<file path="src/rtl/cu_pkg.sv">
// Shared encodings for the control unit: opcodes, FSM states, bank mux selects, ALU ops, flag bit positions.
package cu_pkg;

  localparam logic [4:0] OP_NOP  = 5'h00;
  localparam logic [4:0] OP_MOV  = 5'h01;
  localparam logic [4:0] OP_LDI  = 5'h02;
  localparam logic [4:0] OP_ADD  = 5'h03;
  localparam logic [4:0] OP_SUB  = 5'h04;
  localparam logic [4:0] OP_AND  = 5'h05;
  localparam logic [4:0] OP_OR   = 5'h06;
  localparam logic [4:0] OP_XOR  = 5'h07;
  localparam logic [4:0] OP_CMP  = 5'h08;
  localparam logic [4:0] OP_JMP  = 5'h09;
  localparam logic [4:0] OP_JZ   = 5'h0A;
  localparam logic [4:0] OP_JN   = 5'h0B;
  localparam logic [4:0] OP_HALT = 5'h1F;

  typedef enum logic [2:0] {S_FETCH, S_DECODE, S_EXECUTE, S_WRITEBACK, S_HALT} state_t;

  localparam logic [1:0] DSEL_ALU = 2'b00;
  localparam logic [1:0] DSEL_IMM = 2'b01;
  localparam logic [1:0] DSEL_BUS = 2'b10;

  localparam logic [2:0] ALU_ADD = 3'b000;
  localparam logic [2:0] ALU_SUB = 3'b001;
  localparam logic [2:0] ALU_AND = 3'b010;
  localparam logic [2:0] ALU_OR  = 3'b011;
  localparam logic [2:0] ALU_XOR = 3'b100;

  // flag register layout is {Z,N,C,V}
  localparam int FLAG_Z = 3;
  localparam int FLAG_N = 2;
  localparam int FLAG_C = 1;
  localparam int FLAG_V = 0;

  typedef enum logic [1:0] {J_ALWAYS, J_Z, J_N} jcond_t;

  typedef struct packed {
    logic       is_write;
    logic       is_alu;
    logic       is_jump;
    logic       is_cmp;
    logic       is_mov;
    logic       is_halt;
    logic       legal;
    jcond_t     jcond;
    logic [1:0] data_sel;
    logic [2:0] alu_op;
  } dec_t;

endpackage

</file>
<file path="src/rtl/cu_decode.sv">
// Combinational opcode decoder; unlisted opcodes decode as a NOP with legal=0.
import cu_pkg::*;

module cu_decode (
  input  logic [4:0] opcode,
  output dec_t       dec
);

  always_comb begin
    dec          = '0;
    dec.jcond    = J_ALWAYS;
    dec.data_sel = DSEL_ALU;
    dec.alu_op   = ALU_ADD;
    dec.legal    = 1'b1;
    case (opcode)
      OP_NOP:  ;
      OP_MOV:  begin dec.is_write = 1'b1; dec.is_mov = 1'b1; dec.data_sel = DSEL_BUS; end
      OP_LDI:  begin dec.is_write = 1'b1; dec.data_sel = DSEL_IMM; end
      OP_ADD:  begin dec.is_write = 1'b1; dec.is_alu = 1'b1; dec.alu_op = ALU_ADD; end
      OP_SUB:  begin dec.is_write = 1'b1; dec.is_alu = 1'b1; dec.alu_op = ALU_SUB; end
      OP_AND:  begin dec.is_write = 1'b1; dec.is_alu = 1'b1; dec.alu_op = ALU_AND; end
      OP_OR:   begin dec.is_write = 1'b1; dec.is_alu = 1'b1; dec.alu_op = ALU_OR;  end
      OP_XOR:  begin dec.is_write = 1'b1; dec.is_alu = 1'b1; dec.alu_op = ALU_XOR; end
      OP_CMP:  begin dec.is_cmp = 1'b1; dec.alu_op = ALU_SUB; end
      OP_JMP:  begin dec.is_jump = 1'b1; dec.jcond = J_ALWAYS; end
      OP_JZ:   begin dec.is_jump = 1'b1; dec.jcond = J_Z; end
      OP_JN:   begin dec.is_jump = 1'b1; dec.jcond = J_N; end
      OP_HALT: dec.is_halt = 1'b1;
      default: dec.legal = 1'b0;
    endcase
  end

endmodule

</file>
<file path="src/rtl/control_unit.sv">
// Fetch/decode/execute/writeback sequencer for the 8x8 register bank.
// Define CU_ILLEGAL_TRAP_EN to halt on unlisted opcodes and raise a sticky illegal_op.
import cu_pkg::*;

module control_unit #(
  parameter int PC_W    = 8,
  parameter int INSTR_W = 16
) (
  input  logic               clk,
  input  logic               rst_n,
  output logic               instr_req,
  output logic [PC_W-1:0]    pc_out,
  input  logic               instr_valid,
  input  logic [INSTR_W-1:0] instr_in,
  output logic [2:0]         rx_sel,
  output logic [2:0]         ry_sel,
  output logic               reg_read_en,
  output logic               reg_write_en,
  output logic [1:0]         data_sel,
  output logic [7:0]         imm_out,
  output logic [2:0]         alu_op,
  input  logic [3:0]         alu_flags_in,
  output logic               halted,
  output logic               illegal_op
);

  state_t             state;
  logic [PC_W-1:0]    pc;
  logic [INSTR_W-1:0] ir;
  logic [3:0]         flags;
  dec_t               dec;
  logic               trap;
  logic               take_jump;

  cu_decode u_dec (
    .opcode (ir[15:11]),
    .dec    (dec)
  );

`ifdef CU_ILLEGAL_TRAP_EN
  assign trap = ~dec.legal;
`else
  assign trap = 1'b0;
`endif

  // Field selects come straight from IR, so they stay stable from DECODE until the next fetch latches.
  assign rx_sel   = ir[10:8];
  assign ry_sel   = ir[7:5];
  assign imm_out  = ir[7:0];
  assign data_sel = dec.data_sel;
  assign alu_op   = dec.alu_op;
  assign pc_out   = pc;

  always_comb begin
    take_jump = 1'b0;
    if (dec.is_jump) begin
      case (dec.jcond)
        J_Z:     take_jump = flags[FLAG_Z];
        J_N:     take_jump = flags[FLAG_N];
        default: take_jump = 1'b1;
      endcase
    end
  end

`ifndef CU_ILLEGAL_TRAP_EN
  assign illegal_op = 1'b0;
`endif

  always_ff @(posedge clk or negedge rst_n) begin
    if (!rst_n) begin
      state        <= S_FETCH;
      pc           <= '0;
      ir           <= '0;
      flags        <= '0;
      instr_req    <= 1'b1;
      reg_read_en  <= 1'b0;
      reg_write_en <= 1'b0;
      halted       <= 1'b0;
`ifdef CU_ILLEGAL_TRAP_EN
      illegal_op   <= 1'b0;
`endif
    end else begin
      case (state)
        S_FETCH: if (instr_valid) begin
          ir        <= instr_in;
          pc        <= pc + PC_W'(1);
          instr_req <= 1'b0;
          state     <= S_DECODE;
        end
        S_DECODE: if (dec.is_halt || trap) begin
          halted <= 1'b1;
`ifdef CU_ILLEGAL_TRAP_EN
          if (trap) illegal_op <= 1'b1;
`endif
          state  <= S_HALT;
        end else begin
          reg_read_en <= dec.is_mov;
          state       <= S_EXECUTE;
        end
        S_EXECUTE: begin
          if (dec.is_alu || dec.is_cmp) flags <= alu_flags_in;
          if (take_jump) pc <= PC_W'(ir[7:0]);
          if (dec.is_write) begin
            reg_write_en <= 1'b1;
            state        <= S_WRITEBACK;
          end else begin
            reg_read_en <= 1'b0;
            instr_req   <= 1'b1;
            state       <= S_FETCH;
          end
        end
        S_WRITEBACK: begin
          reg_write_en <= 1'b0;
          reg_read_en  <= 1'b0;
          instr_req    <= 1'b1;
          state        <= S_FETCH;
        end
        S_HALT: ;
        default: state <= S_FETCH;
      endcase
    end
  end

endmodule

</file>
<file path="config.mk">
export PLATFORM = sky130hd
export DESIGN_NAME = control_unit
export DESIGN_NICKNAME = d
export VERILOG_FILES = /design/src/rtl/cu_pkg.sv /design/src/rtl/cu_decode.sv /design/src/rtl/control_unit.sv
export SDC_FILE = /design/constraint.sdc
export NUM_CORES = 1
export LEC_CHECK = 0
export CAP_MARGIN = 20
export CORE_ASPECT_RATIO = 1.5
export CORE_MARGIN = 2
export CORE_UTILIZATION = 45
export CTS_BUF_LIST = sky130_fd_sc_hd__clkbuf_2
export DETAILED_ROUTE_END_ITERATION = 8
export PLACE_DENSITY = 0.82
export SKIP_CTS_REPAIR_TIMING = 1
export SYNTH_ARGS = -nofsm -noshare
export SYNTH_HDL_FRONTEND = slang
export SYNTH_HIERARCHICAL = 1
export SYNTH_SLANG_ARGS = --single-unit
</file>
<file path="constraint.sdc">
create_clock -name clk -period 2.5 [get_ports clk]
set_clock_uncertainty 0.15 [all_clocks]
set_input_delay 0.375 -clock clk [delete_from_list [all_inputs] [get_ports clk]]
set_output_delay 0.375 -clock clk [all_outputs]
set_load 0.1 [all_outputs]
</file>
# Yosys cells after proc, flatten, opt, wreduce, memory -nomap -nowiden
# Index checks and enable logic that the tools add are counted.
[totals] reg_bits=35 out_inout_bits=32
[classes] reduce_logical=18 bitwise=1 n_mux=26 n_eq_ne=23 add_sub_neg=1
[op_table] cell="$pmux W3 S4" count=2
[op_table] cell="$eq A5 B3 Y1 const B" count=4
[op_table] cell="$eq A5 B4 Y1 const B" count=4
[op_table] cell="$mux W8" count=2
[op_table] cell="$pmux W8 S2" count=1
[op_table] cell="$mux W1" count=12
[op_table] cell="$eq A5 B2 Y1 const B" count=2
[op_table] cell="$ne A2 B2 Y1 const B" count=5
[op_table] cell="$reduce_and A2 Y1" count=5
[op_table] cell="$reduce_and A3 Y1" count=3
[op_table] cell="$add A8 B1 Y8 const B" count=1
[op_table] cell="$pmux W2 S2" count=2
[op_table] cell="$reduce_or A7 Y1" count=1
[op_table] cell="$eq A3 B2 Y1 const B" count=2
[op_table] cell="$mux W3" count=2
[op_table] cell="$pmux W1 S3" count=2
[op_table] cell="$reduce_bool A3 Y1" count=2
[op_table] cell="$eq A5 B1 Y1 const B" count=1
[op_table] cell="$eq A5 B5 Y1 const B" count=1
[op_table] cell="$reduce_or A5 Y1" count=1
[op_table] cell="$pmux W1 S2" count=2
[op_table] cell="$reduce_bool A2 Y1" count=2
[op_table] cell="$eq A3 B1 Y1 const B" count=1
[op_table] cell="$eq A3 B3 Y1 const B" count=1
[op_table] cell="other kinds (8)" count=8

# Logic depth before layout (Yosys ltp)
[depth] word_depth=7 ltp_mapped=8

# Modules after synthesis
# Netlist, hierarchy kept.
[modules_own_cells] mod="control_unit" cells_each=187 area_per_inst_um2=1789.2 instances=1
[modules_own_cells] mod="cu_decode" cells_each=28 area_per_inst_um2=188.9 instances=1

# Worst setup path after synthesis
# OpenSTA, ideal clock, no wires.
[synth_timing] path_kind="flip-flop to output port" start="register ir[11]" end="output data_sel[0]" t_arrival_ns=3.484 required_ns=1.975 stages_incl_launch_ff=3 n_path_buf=0 path_slack_ns=-1.509 path_cell_list="dfrtp_1 nand2b_1 nor4_1"
[synth_via] elab_chain_len=2
[synth_rtl] item="start, declared" line_no="control_unit.sv:29" rtl="logic [INSTR_W-1:0] ir;"
[synth_rtl] item="start signal, assigned" line_no="control_unit.sv:85" rtl="ir <= instr_in;"
[synth_rtl] item="$eq A5 B2 Y1 or $eq A5 B1 Y1 (tied branches)"
[synth_rtl] item="$pmux W2 S2 (*)" line_no="cu_decode.sv:15" rtl="case (opcode)"
[synth_rtl] item="end, declared" line_no="control_unit.sv:19" rtl="output logic [1:0] data_sel,"
# Mark *: on every way between the ends. The rest lies on a longest branch, timed or not.

# Worst setup path in the final report
[layout_timing] start="register ir[12]" end="output alu_op[1]"
[layout_via] elab_chain_len=3
[layout_rtl] item="$eq A5 B3 Y1 or $eq A5 B4 Y1 (tied branches)"
[layout_rtl] item="$reduce_or A2 Y1 (no source line)"
[layout_rtl] item="$pmux W3 S4 (*)" line_no="cu_decode.sv:15"
[layout_rtl] item="end, declared" line_no="control_unit.sv:21" rtl="output logic [2:0] alu_op,"
# Marked as above.

==> summary.md <==
| Metric | Value |
|---|---|
| Final setup fails | 0 |
| Post-DR wirelength/cell | 14.5 um |
| Die area | 0.00492 mm^2 |
| Row cnt | 29 |
| Place WS | 0.0373 ns |
| Worst-Margin Slew | 0.658 ns |
| Final WS setup | 0.102 ns |
| Slew headroom | 0.559 |
| Drt first pass iters | 4 |
| ANT cells | 0 |
| Largest net degree at the start of global routing | 34 |
| Max cap viols | 0 |
| Mapped Cells | 213 |
| R2r setup slk | about 0.16 ns |
| CP Capture Type | output pin |
| Fmax | roughly 420 MHz |
| Clk sinks | 33 |
| Worst-path maximum fanout | 8 |
| Final Non-Filler Cells | 305 |
| Final instance area | about 0.0025 mm^2 |
| Kind of critical path | reg2out |
| Final ANT Viol Nets | 0 |
| Die W | 57.9 um |
| CTS root buf | clkbuf_2 |
| Via Count | 1711 |
| Cells after DPL | 297 |
| Hold Crit Class | in2async |
| Critical Path Start Type | flip-flop |
| Syn Nets | 239 |
| Starting Density | 0.467 |
| Post-Syn Area | 0.00196 mm^2 |
| Share of cells above drive strength 1 | 0.290 |
| Min cycle time layout | 2.40 ns |
| Worst Path Required | 1.98 ns |
| Final WL | 4.41 mm |
| Final nets | about 280 |
| TritonCTS clock tree | built |
| Syn_area_per_cell | 9.22 um^2 |
| Total overflow reported by the global router | 0 |
| Crit path DAT | between 1.5 and 2 ns |
| Gr usage total | 0.198 |
| Area delta synth->final | 27.8% |
| Placed cell areas | between 0.002 and 0.0025 mm^2 |
| DR vias/cell | 5.61 |
| Placer Congestion | 0.872 |
| PortBufs | 51 |
| H-tree levels | 2 |
| DRT iter0 DRCs | 44 |
| Outcome | completed |
| Ports | 55 |
| Clock latency on the worst-skew pair | 0.37 ns |
| Period utilization | 0.959 |
| RSZ-0062 raised after global routing | no |
| Synth Warn # | 6 |
| Die Y | between 80 and 90 um |
| Max Buffers Root-to-Sink | 2 |
| Final Max Tran Viols | 0 |
| Initial antenna violation count | 0 |
| Vias in the first global route | between 1.5k and 2k |
| R2R cell count | 7 |
| First-pass GRT wire length | 7.65 mm |
| Final hold vios | 0 |
| DRC Markers | 0 |
| Detailed placement HPWL | 3.33 mm |
| Clock Pin Slew Worst Setup and Hold Paths | 0.17 ns |
| Cts bufs inserted | 5 |
| Core Area | between 0.004 and 0.005 mm^2 |
[per-stage QoR]
stage                     setup TNS [ns]  hold slack, ns  utilization
after floorplan                    -1.45         -0.0706            -
after global placement                 0           0.304        0.586
after detailed placement               0           0.297        0.586
after CTS                              0           0.244        0.596
after global routing                   0           0.242        0.597
final                                  0           0.232        0.597
[final cells by class]
cell class                      count  area [um^2]
Multi-Input combinational cell    148          980
Sequential cell                    33          827
Timing Repair Buffer               65          588
Fill cell                         375         1700
Inverter                            5         18.8
Tap cell                           46         57.6
Clock buffer                        8         40.0
[per-layer routing]
layer | up-vias | share of wire | GRT usage
met2 | 46 | 0.54 | 0.362
met1 | 825 | 0.39 | 0.211
li1 | 826 | - | -
met4 | 0 | 0.031 | 0.0930
met5 | - | 0 | 0
met3 | 14 | 0.037 | 0.0412
[state kept, by name (all words and copies together), names as in the netlist]
signal        cells
ir               16
halted            1
reg_write_en      1
state             3
reg_read_en       1
flags             2
pc_out            8
instr_req         1
[worst paths after layout]
path                               startpoint                    end
max                        ir[12]$_DFFE_PN0P_              alu_op[1]
min                                     rst_n  pc_out[0]$_DFFE_PN0P_
max reg2reg                ir[13]$_DFFE_PN0P_  pc_out[6]$_DFFE_PN0P_
min reg2reg                halted$_DFFE_PN0P_     halted$_DFFE_PN0P_
max in group asynchronous               rst_n  instr_req$_DFFE_PN1P_
min in group clk           halted$_DFFE_PN0P_     halted$_DFFE_PN0P_
[worst max-delay path: stages (launching register included)]
cell,delay (ns)
dfrtp_1,0.49
nand2b_2,0.25
a2111oi_2,0.52
buf_12,0.24
[cell usage in the layout, fill, tap and decap left out, drive strengths merged, types with 2 or more instances in the layout]
cell,n
or4b,2
inv,5
nand2,54
dfrtp,32
mux2i,2
nand2b,4
nor3,2
nand3,4
mux2,6
nor2b,2
ha,3
buf,45
nor2,8
clkdlybuf4s50,20
a221oi,2
clkbuf,8
and3,2
o21ai,2
a21oi,5
nor4b,2
o211ai,10
or4bb,2
nand3b,2
or3b,4
o41a,2
nor3b,2
nor4,3
a211oi,6
Power is not shown: default switching activity piles up to over one toggle a cycle in this logic, so the estimate is an artifact.
